**config.mk**
```make
export PLATFORM = sky130hd
export DESIGN_NAME = mem_stage
export DESIGN_NICKNAME = d
export VERILOG_FILES = /design/src/rtl/mem_stage.sv
export SDC_FILE = /design/constraint.sdc
export NUM_CORES = 1
export LEC_CHECK = 0
export ABC_AREA = 0
export CAP_MARGIN = 20
export CORE_AREA = 2 2 165 167
export CTS_CLUSTER_DIAMETER = 40
export DETAILED_ROUTE_END_ITERATION = 10
export DIE_AREA = 0 0 167 169
export PLACE_DENSITY_LB_ADDON = 0.15
export SETUP_SLACK_MARGIN = 0.02
export SLEW_MARGIN = 40
export SYNTH_ARGS = -nofsm -noshare
export SYNTH_HDL_FRONTEND = slang
export SYNTH_SLANG_ARGS = --single-unit
```
**constraint.sdc**
```tcl
create_clock -name clk -period 13.28 [get_ports clk]
set_input_delay 3.32 -clock clk [delete_from_list [all_inputs] [get_ports clk]]
set_output_delay 3.32 -clock clk [all_outputs]
set_load 0.02 [all_outputs]
```
**src/rtl/mem_stage.sv**
```systemverilog
// MEM stage of the five-stage MIPS core: registers EX results, runs the data-bus
// req/addr_ok/data_ok handshake, extends loads, places store lanes and feeds MEM/WB.
module mem_stage (
  input  logic        clk,
  input  logic        rst,
  input  logic        ex_valid_i,
  input  logic [3:0]  ex_memop_i,
  input  logic [31:0] ex_aluout_i,
  input  logic [31:0] ex_wdata_i,
  input  logic [4:0]  ex_waddr_i,
  input  logic        ex_we_i,
  input  logic [31:0] ex_pc_i,
  input  logic [31:0] ex_excepttype_i,
  input  logic        mem_flush_i,
  input  logic        data_addr_ok_i,
  input  logic        data_data_ok_i,
  input  logic [31:0] data_rdata_i,
  output logic        data_req_o,
  output logic        data_wr_o,
  output logic [1:0]  data_size_o,
  output logic [31:0] data_addr_o,
  output logic [31:0] data_wdata_o,
  output logic [3:0]  data_wstrb_o,
  output logic        mem_stall_o,
  output logic        mem_we_o,
  output logic [4:0]  mem_waddr_o,
  output logic [31:0] mem_wdata_o,
  output logic        mem_load_o,
  output logic [31:0] mem_excepttype_o,
  output logic [31:0] mem_badvaddr_o,
  output logic [31:0] mem_pc_o,
  output logic        wb_we_o,
  output logic [4:0]  wb_waddr_o,
  output logic [31:0] wb_wdata_o
);

  localparam logic [3:0] OP_LB  = 4'd1;
  localparam logic [3:0] OP_LBU = 4'd2;
  localparam logic [3:0] OP_LH  = 4'd3;
  localparam logic [3:0] OP_LHU = 4'd4;
  localparam logic [3:0] OP_LW  = 4'd5;
  localparam logic [3:0] OP_SB  = 4'd9;
  localparam logic [3:0] OP_SH  = 4'd10;
  localparam logic [3:0] OP_SW  = 4'd11;

  typedef enum logic [1:0] {IDLE, REQ, WAIT, CANCEL} state_e;

  function automatic logic is_load(input logic [3:0] op);
    return (op >= OP_LB) && (op <= OP_LW);
  endfunction

  function automatic logic is_store(input logic [3:0] op);
    return (op == OP_SB) || (op == OP_SH) || (op == OP_SW);
  endfunction

  function automatic logic misaligned(input logic [3:0] op, input logic [1:0] a);
    return (((op == OP_LH) || (op == OP_LHU) || (op == OP_SH)) && a[0]) ||
           (((op == OP_LW) || (op == OP_SW)) && (a != 2'b00));
  endfunction

  state_e      state_q, state_d;
  logic        stall;
  logic        issue_ex;

  logic        s_valid_q;
  logic [3:0]  s_op_q;
  logic [31:0] s_addr_q;
  logic [31:0] s_wdata_q;
  logic [4:0]  s_waddr_q;
  logic        s_we_q;
  logic [31:0] s_pc_q;
  logic [31:0] s_except_q;

  logic        wb_we_q;
  logic [4:0]  wb_waddr_q;
  logic [31:0] wb_wdata_q;

  logic        s_misalign, s_is_load, s_is_store;
  logic [1:0]  a;
  logic [7:0]  ld_byte;
  logic [15:0] ld_half;
  logic [31:0] ld_ext;

  // Issue is decided on the EX values being captured, so REQ starts the cycle after capture.
  assign issue_ex = ex_valid_i & ~mem_flush_i &
                    (is_load(ex_memop_i) | is_store(ex_memop_i)) &
                    ~misaligned(ex_memop_i, ex_aluout_i[1:0]) &
                    (ex_excepttype_i == '0);

  always_ff @(posedge clk or posedge rst) begin
    if (rst) state_q <= IDLE;
    else     state_q <= state_d;
  end

  always_comb begin
    state_d = state_q;
    case (state_q)
      IDLE:   if (issue_ex) state_d = REQ;
      REQ: begin
        if (mem_flush_i)         state_d = data_addr_ok_i ? CANCEL : IDLE;
        else if (data_addr_ok_i) state_d = WAIT;
      end
      // Completion edge also captures the next instruction, so chain straight into REQ.
      WAIT: begin
        if (data_data_ok_i)   state_d = issue_ex ? REQ : IDLE;
        else if (mem_flush_i) state_d = CANCEL;
      end
      CANCEL: if (data_data_ok_i) state_d = IDLE;
      default: state_d = IDLE;
    endcase
  end

  always_comb begin
    data_req_o = (state_q == REQ);
    stall      = (state_q == REQ) | (state_q == CANCEL) |
                 ((state_q == WAIT) & ~data_data_ok_i);
  end

  assign mem_stall_o = stall;

  always_ff @(posedge clk or posedge rst) begin
    if (rst) begin
      s_valid_q  <= 1'b0;
      s_op_q     <= '0;
      s_addr_q   <= '0;
      s_wdata_q  <= '0;
      s_waddr_q  <= '0;
      s_we_q     <= 1'b0;
      s_pc_q     <= '0;
      s_except_q <= '0;
    end else if (!stall) begin
      s_valid_q  <= ex_valid_i & ~mem_flush_i;
      s_op_q     <= ex_memop_i;
      s_addr_q   <= ex_aluout_i;
      s_wdata_q  <= ex_wdata_i;
      s_waddr_q  <= ex_waddr_i;
      s_we_q     <= ex_we_i;
      s_pc_q     <= ex_pc_i;
      s_except_q <= ex_excepttype_i;
    end else if (mem_flush_i) begin
      s_valid_q  <= 1'b0;
    end
  end

  assign a          = s_addr_q[1:0];
  assign s_is_load  = is_load(s_op_q);
  assign s_is_store = is_store(s_op_q);
  assign s_misalign = misaligned(s_op_q, a);

  always_comb begin
    case (a)
      2'd0:    ld_byte = data_rdata_i[7:0];
      2'd1:    ld_byte = data_rdata_i[15:8];
      2'd2:    ld_byte = data_rdata_i[23:16];
      default: ld_byte = data_rdata_i[31:24];
    endcase
    ld_half = a[1] ? data_rdata_i[31:16] : data_rdata_i[15:0];
    case (s_op_q)
      OP_LB:   ld_ext = {{24{ld_byte[7]}}, ld_byte};
      OP_LBU:  ld_ext = {24'd0, ld_byte};
      OP_LH:   ld_ext = {{16{ld_half[15]}}, ld_half};
      OP_LHU:  ld_ext = {16'd0, ld_half};
      default: ld_ext = data_rdata_i;
    endcase
  end

  always_comb begin
    data_wdata_o = '0;
    data_wstrb_o = '0;
    data_size_o  = 2'd0;
    case (s_op_q)
      OP_SB: begin
        data_wdata_o = {4{s_wdata_q[7:0]}};
        data_wstrb_o = 4'b0001 << a;
        data_size_o  = 2'd0;
      end
      OP_SH: begin
        data_wdata_o = {2{s_wdata_q[15:0]}};
        data_wstrb_o = a[1] ? 4'b1100 : 4'b0011;
        data_size_o  = 2'd1;
      end
      OP_SW: begin
        data_wdata_o = s_wdata_q;
        data_wstrb_o = 4'b1111;
        data_size_o  = 2'd2;
      end
      OP_LH, OP_LHU: data_size_o = 2'd1;
      OP_LW:         data_size_o = 2'd2;
      default:       data_size_o = 2'd0;
    endcase
  end

  assign data_addr_o = s_addr_q;
  assign data_wr_o   = s_op_q[3];

  always_ff @(posedge clk or posedge rst) begin
    if (rst) begin
      wb_we_q    <= 1'b0;
      wb_waddr_q <= '0;
      wb_wdata_q <= '0;
    end else if (!stall) begin
      wb_we_q    <= s_valid_q & s_we_q & ~mem_flush_i & (s_except_q == '0) &
                    ~s_misalign & ~s_is_store;
      wb_waddr_q <= s_waddr_q;
      wb_wdata_q <= s_is_load ? ld_ext : s_addr_q;
    end
  end

  assign wb_we_o    = wb_we_q;
  assign wb_waddr_o = wb_waddr_q;
  assign wb_wdata_o = wb_wdata_q;

  assign mem_we_o         = s_valid_q & s_we_q;
  assign mem_waddr_o      = s_waddr_q;
  assign mem_wdata_o      = s_addr_q;
  assign mem_load_o       = s_valid_q & s_is_load;
  assign mem_excepttype_o = s_valid_q ?
    (s_except_q | {26'd0, s_misalign & s_is_store, s_misalign & s_is_load, 4'd0}) : '0;
  assign mem_badvaddr_o   = s_addr_q;
  assign mem_pc_o         = s_pc_q;

endmodule

```
==> flow_metrics.py <==
metrics = {
    "run_status": {
        "status": "complete, no violations",
    },
    "detailed_routing": {
        "ant_nets": 0,
        "via_count": 9309,
        "wl_um": 35000,
        "drc": 0,
        "wire_per_inst_um": 19.2,
        "drtIter0Drc": 593,
        "avgViaCountPerCell": 5.10,
        "firstDrtPassIters": 5,
    },
    "yosys": {
        "ys_ff_latch": 179,
        "ys_top_cells_by_count": "457 x nand2_1, 179 x dfrtp_1, 64 x buf_4",
        "yosys.area.top_type": "dfrtp_1",
        "yosysWarningCount": 0,
        "synth_area_sq_um": 9480,
        "synth_area_leaders": "dfrtp_1 47%, nand2_1 18%, buf_4 5.1%",
        "yosys_most_used_dff": "dfrtp_1",
        "ys_seq_area_share_pct": 47.2,
        "synth_top_area_share_pct": 47.2,
        "ys_types": 50,
        "ys_async_sr_fraction_pct": 100,
        "synth_edf_count": 0,
        "synth.avg_cell_area_sq_um": 8.17,
        "synth_most_common_cell": "nand2_1",
        "synth_nets": 1336,
        "synthCells": 1160,
    },
    "floorplan": {
        "die_h_um": 169,
        "fp.dieW_um": 167,
        "dieArea_sq_um": 28200,
        "core_area_sq_um": 26500,
        "start_util_pct": 35.8,
        "rows": 60,
        "num_io_pins": 422,
    },
    "clocking": {
        "cts_setup_buffers": 0,
        "cts.sinks": 179,
        "path_clk_slew_ns": 0.07,
        "tritoncts": "built",
        "clockBufferDepth": 2,
        "cts_max_level": 4,
        "root_buffer": "clkbuf_16",
        "cts_hold_buffers": 0,
        "clkLatencyLatePin_ns": 0.43,
        "ctsResizeCount": 0,
        "cts_made_buffers": 17,
    },
    "worst_setup_path": {
        "worstPathArrival_ns": 5.63,
        "path_depth": 5,
        "start_kind": "input pin",
        "r2r_start": "data_addr_o[1]$_DFFE_PP0N_",
        "path_class": "in -> out",
        "end_kind": "primary output",
        "cp_top_family": "buffers and inverters",
        "critPathRequiredTime_ns": 9.96,
        "crit_buf_inv": 3,
        "cp_slowest_stage_delay_ns": 0.73,
        "worstPathCellList": "clkdlybuf4s50_1, nor2b_2, nor2_4, inv_6, clkdlybuf4s50_1",
        "r2r_cells": 6,
        "cp_slowest_cell": "clkdlybuf4s50_1",
        "crit_end": "mem_stall_o",
        "regToRegEndpoint": "wb_wdata_o[31]$_DFFE_PP0N_",
        "reg2reg_slack_ns": 10.41,
        "crit_top_cell": "clkdlybuf4s50_1",
        "startpoint": "data_data_ok_i",
        "cp_max_fo": 83,
    },
    "global_route": {
        "antenna_found_initial": 3,
        "grt_remaining_overflow": 0,
        "grt_pass1_vias": 9199,
        "track_usage_pct": 24.3,
        "grt_max_degree": 108,
        "grt_pass1_wl_um": 53600,
    },
    "final_layout": {
        "utilization_pct": 53.3,
        "drive_gt1_share_pct": 4.72,
        "final.fill_count": 2527,
        "area_growth_pct": 48.9,
        "final_cell_area_sq_um": 14100,
        "num-nets-final": 1647,
        "multi_input_area_sq_um": 4180,
        "seq_area_sq_um": 4480,
    },
    "sta": {
        "finalMaxSlewViolations": 0,
        "slew_headroom_pct": 47.4,
        "min_period_over_period_pct": 67.4,
        "worst_pin_slew_ns": 0.786,
        "setup_viol_count_final": 0,
        "fin_skew_ns": 0.0127,
        "rsz0062_at_grt": "false",
        "tns_ns": 0,
        "timing.fmax_mhz": 112,
        "final_hold_viol_count": 0,
        "min_period_ns": 8.95,
    },
    "min_path": {
        "worstHoldPathType": "reg -> reg",
    },
    "power": {
        "switching_share_pct": 29.7,
        "pwr-share-comb_pct": 20.8,
        "leakagePower_nw": 6.13,
        "clkPwrFrac_pct": 37.3,
        "peakVddDrop_mv": 0.0770,
        "sequentialPowerShare_pct": 41.8,
        "power.density_nw_per_um2": 103,
        "p_total_w": 0.00145,
        "intPower_w": 0.00102,
        "switching_power_w": 0.000432,
    },
    "placed_design": {
        "dp_hpwl_um": 25300,
        "dpl_cell_area_sq_um": 13500,
        "port_buffers": 421,
        "gp_congestion": 0.864,
    },
    "flow_run": {
        "drv_cap": 0,
    },
}
==> how the worst min path moves through the flow <==
stage,startpoint,end,slack [ns],depth (start not counted)
6_report,s_we_q$_DFFE_PP0N_,s_we_q$_DFFE_PP0N_,0.47,2
5_1_grt,mem_pc_o[21]$_DFFE_PP0N_,mem_pc_o[21]$_DFFE_PP0N_,0.50,2
4_1_cts,s_we_q$_DFFE_PP0N_,s_we_q$_DFFE_PP0N_,0.48,2
3_5_place_dp,s_we_q$_DFFE_PP0N_,s_we_q$_DFFE_PP0N_,0.46,2
3_3_place_gp,s_we_q$_DFFE_PP0N_,s_we_q$_DFFE_PP0N_,0.46,2
2_1_floorplan,s_we_q$_DFFE_PP0N_,s_we_q$_DFFE_PP0N_,0.44,2
==> power by group through the flow <==
stage	clock, W	sequential (W)	combinational, W
final	0.000543	0.000609	0.000303
after global routing	0.000578	0.000614	0.000324
after CTS	0.000557	0.000609	0.000306
after detailed placement	0	0.000619	0.000305
after global placement	0	0.000618	0.000303
after floorplan	0	0.000636	0.000125
==> area by class of cell <==
type | instances | share of cell area [%]
repair buffers | 436 | 30.9
clock inverters | 14 | 1.36
flip-flops and latches | 179 | 31.8
multi-input cells | 831 | 29.6
clock buffers | 18 | 3.11
well taps | 341 | 3.02
inverters | 6 | 0.284
diodes | 1 | 0.0177
==> sequential cells by signal (all words and copies together), names as in the netlist, 2 cells and up <==
| name | cells |
|---|---|
| state_q | 2 |
| s_except_q | 32 |
| wb_waddr_o | 5 |
| mem_waddr_o | 5 |
| s_op_q | 4 |
| data_addr_o | 32 |
| mem_pc_o | 32 |
| wb_wdata_o | 32 |
| s_wdata_q | 32 |
==> per-stage QoR <==
stage / setup WS (ns) / hold WS (ns) / instances
6_report: 4.33 / 0.475 / 1826
5_1_grt: 4.14 / 0.497 / 1825
4_1_cts: 3.98 / 0.475 / 1825
3_5_place_dp: 3.97 / 0.455 / 1793
3_3_place_gp: 3.76 / 0.455 / 1789
2_1_floorplan: 5.10 / 0.438 / 1160
==> cells by family after synthesis <==
logic type             share of synthesized area [%]
AND/OR/NAND/NOR                                 29.4
flip-flops                                      47.2
AO/OA/AOI/OAI                                   12.1
buffers and inverters                           8.87
multiplexers                                    2.23
XOR/XNOR                                      0.0924
==> tightest hold or removal path, cell delays in order (launching register included) <==
cell and delay, ns:
dfrtp_1 0.34, nand2_1 0.05, nand2_1 0.05
==> layout by cell type (no fill, tap or decap), types with 11 or more instances in the layout <==
| cell | count |
|---|---|
| nor4_1 | 15 |
| nor3_1 | 21 |
| o21a_1 | 11 |
| a21oi_1 | 46 |
| nor2_1 | 48 |
| nand2_1 | 457 |
| and2_1 | 39 |
| o21ai_0 | 19 |
| clkbuf_16 | 17 |
| a211oi_1 | 24 |
| dfrtp_1 | 176 |
| clkdlybuf4s50_1 | 421 |
| a22oi_1 | 13 |
| nor2b_1 | 14 |
==> per-layer routing <==
| metal | global-route usage, % | vias up | part of all wire, % | wire length, um |
|---|---|---|---|---|
| met5 | 0 | - | 0.074 | 26 |
| met4 | 7.42 | 4 | 2.3 | 813 |
| met3 | 6.87 | 52 | 7.9 | 2770 |
| met2 | 40.3 | 381 | 48 | 16800 |
| met1 | 30.7 | 4456 | 42 | 14600 |
| li1 | - | 4416 | - | - |
No activity file was read; power rests on OpenSTA's default activity.
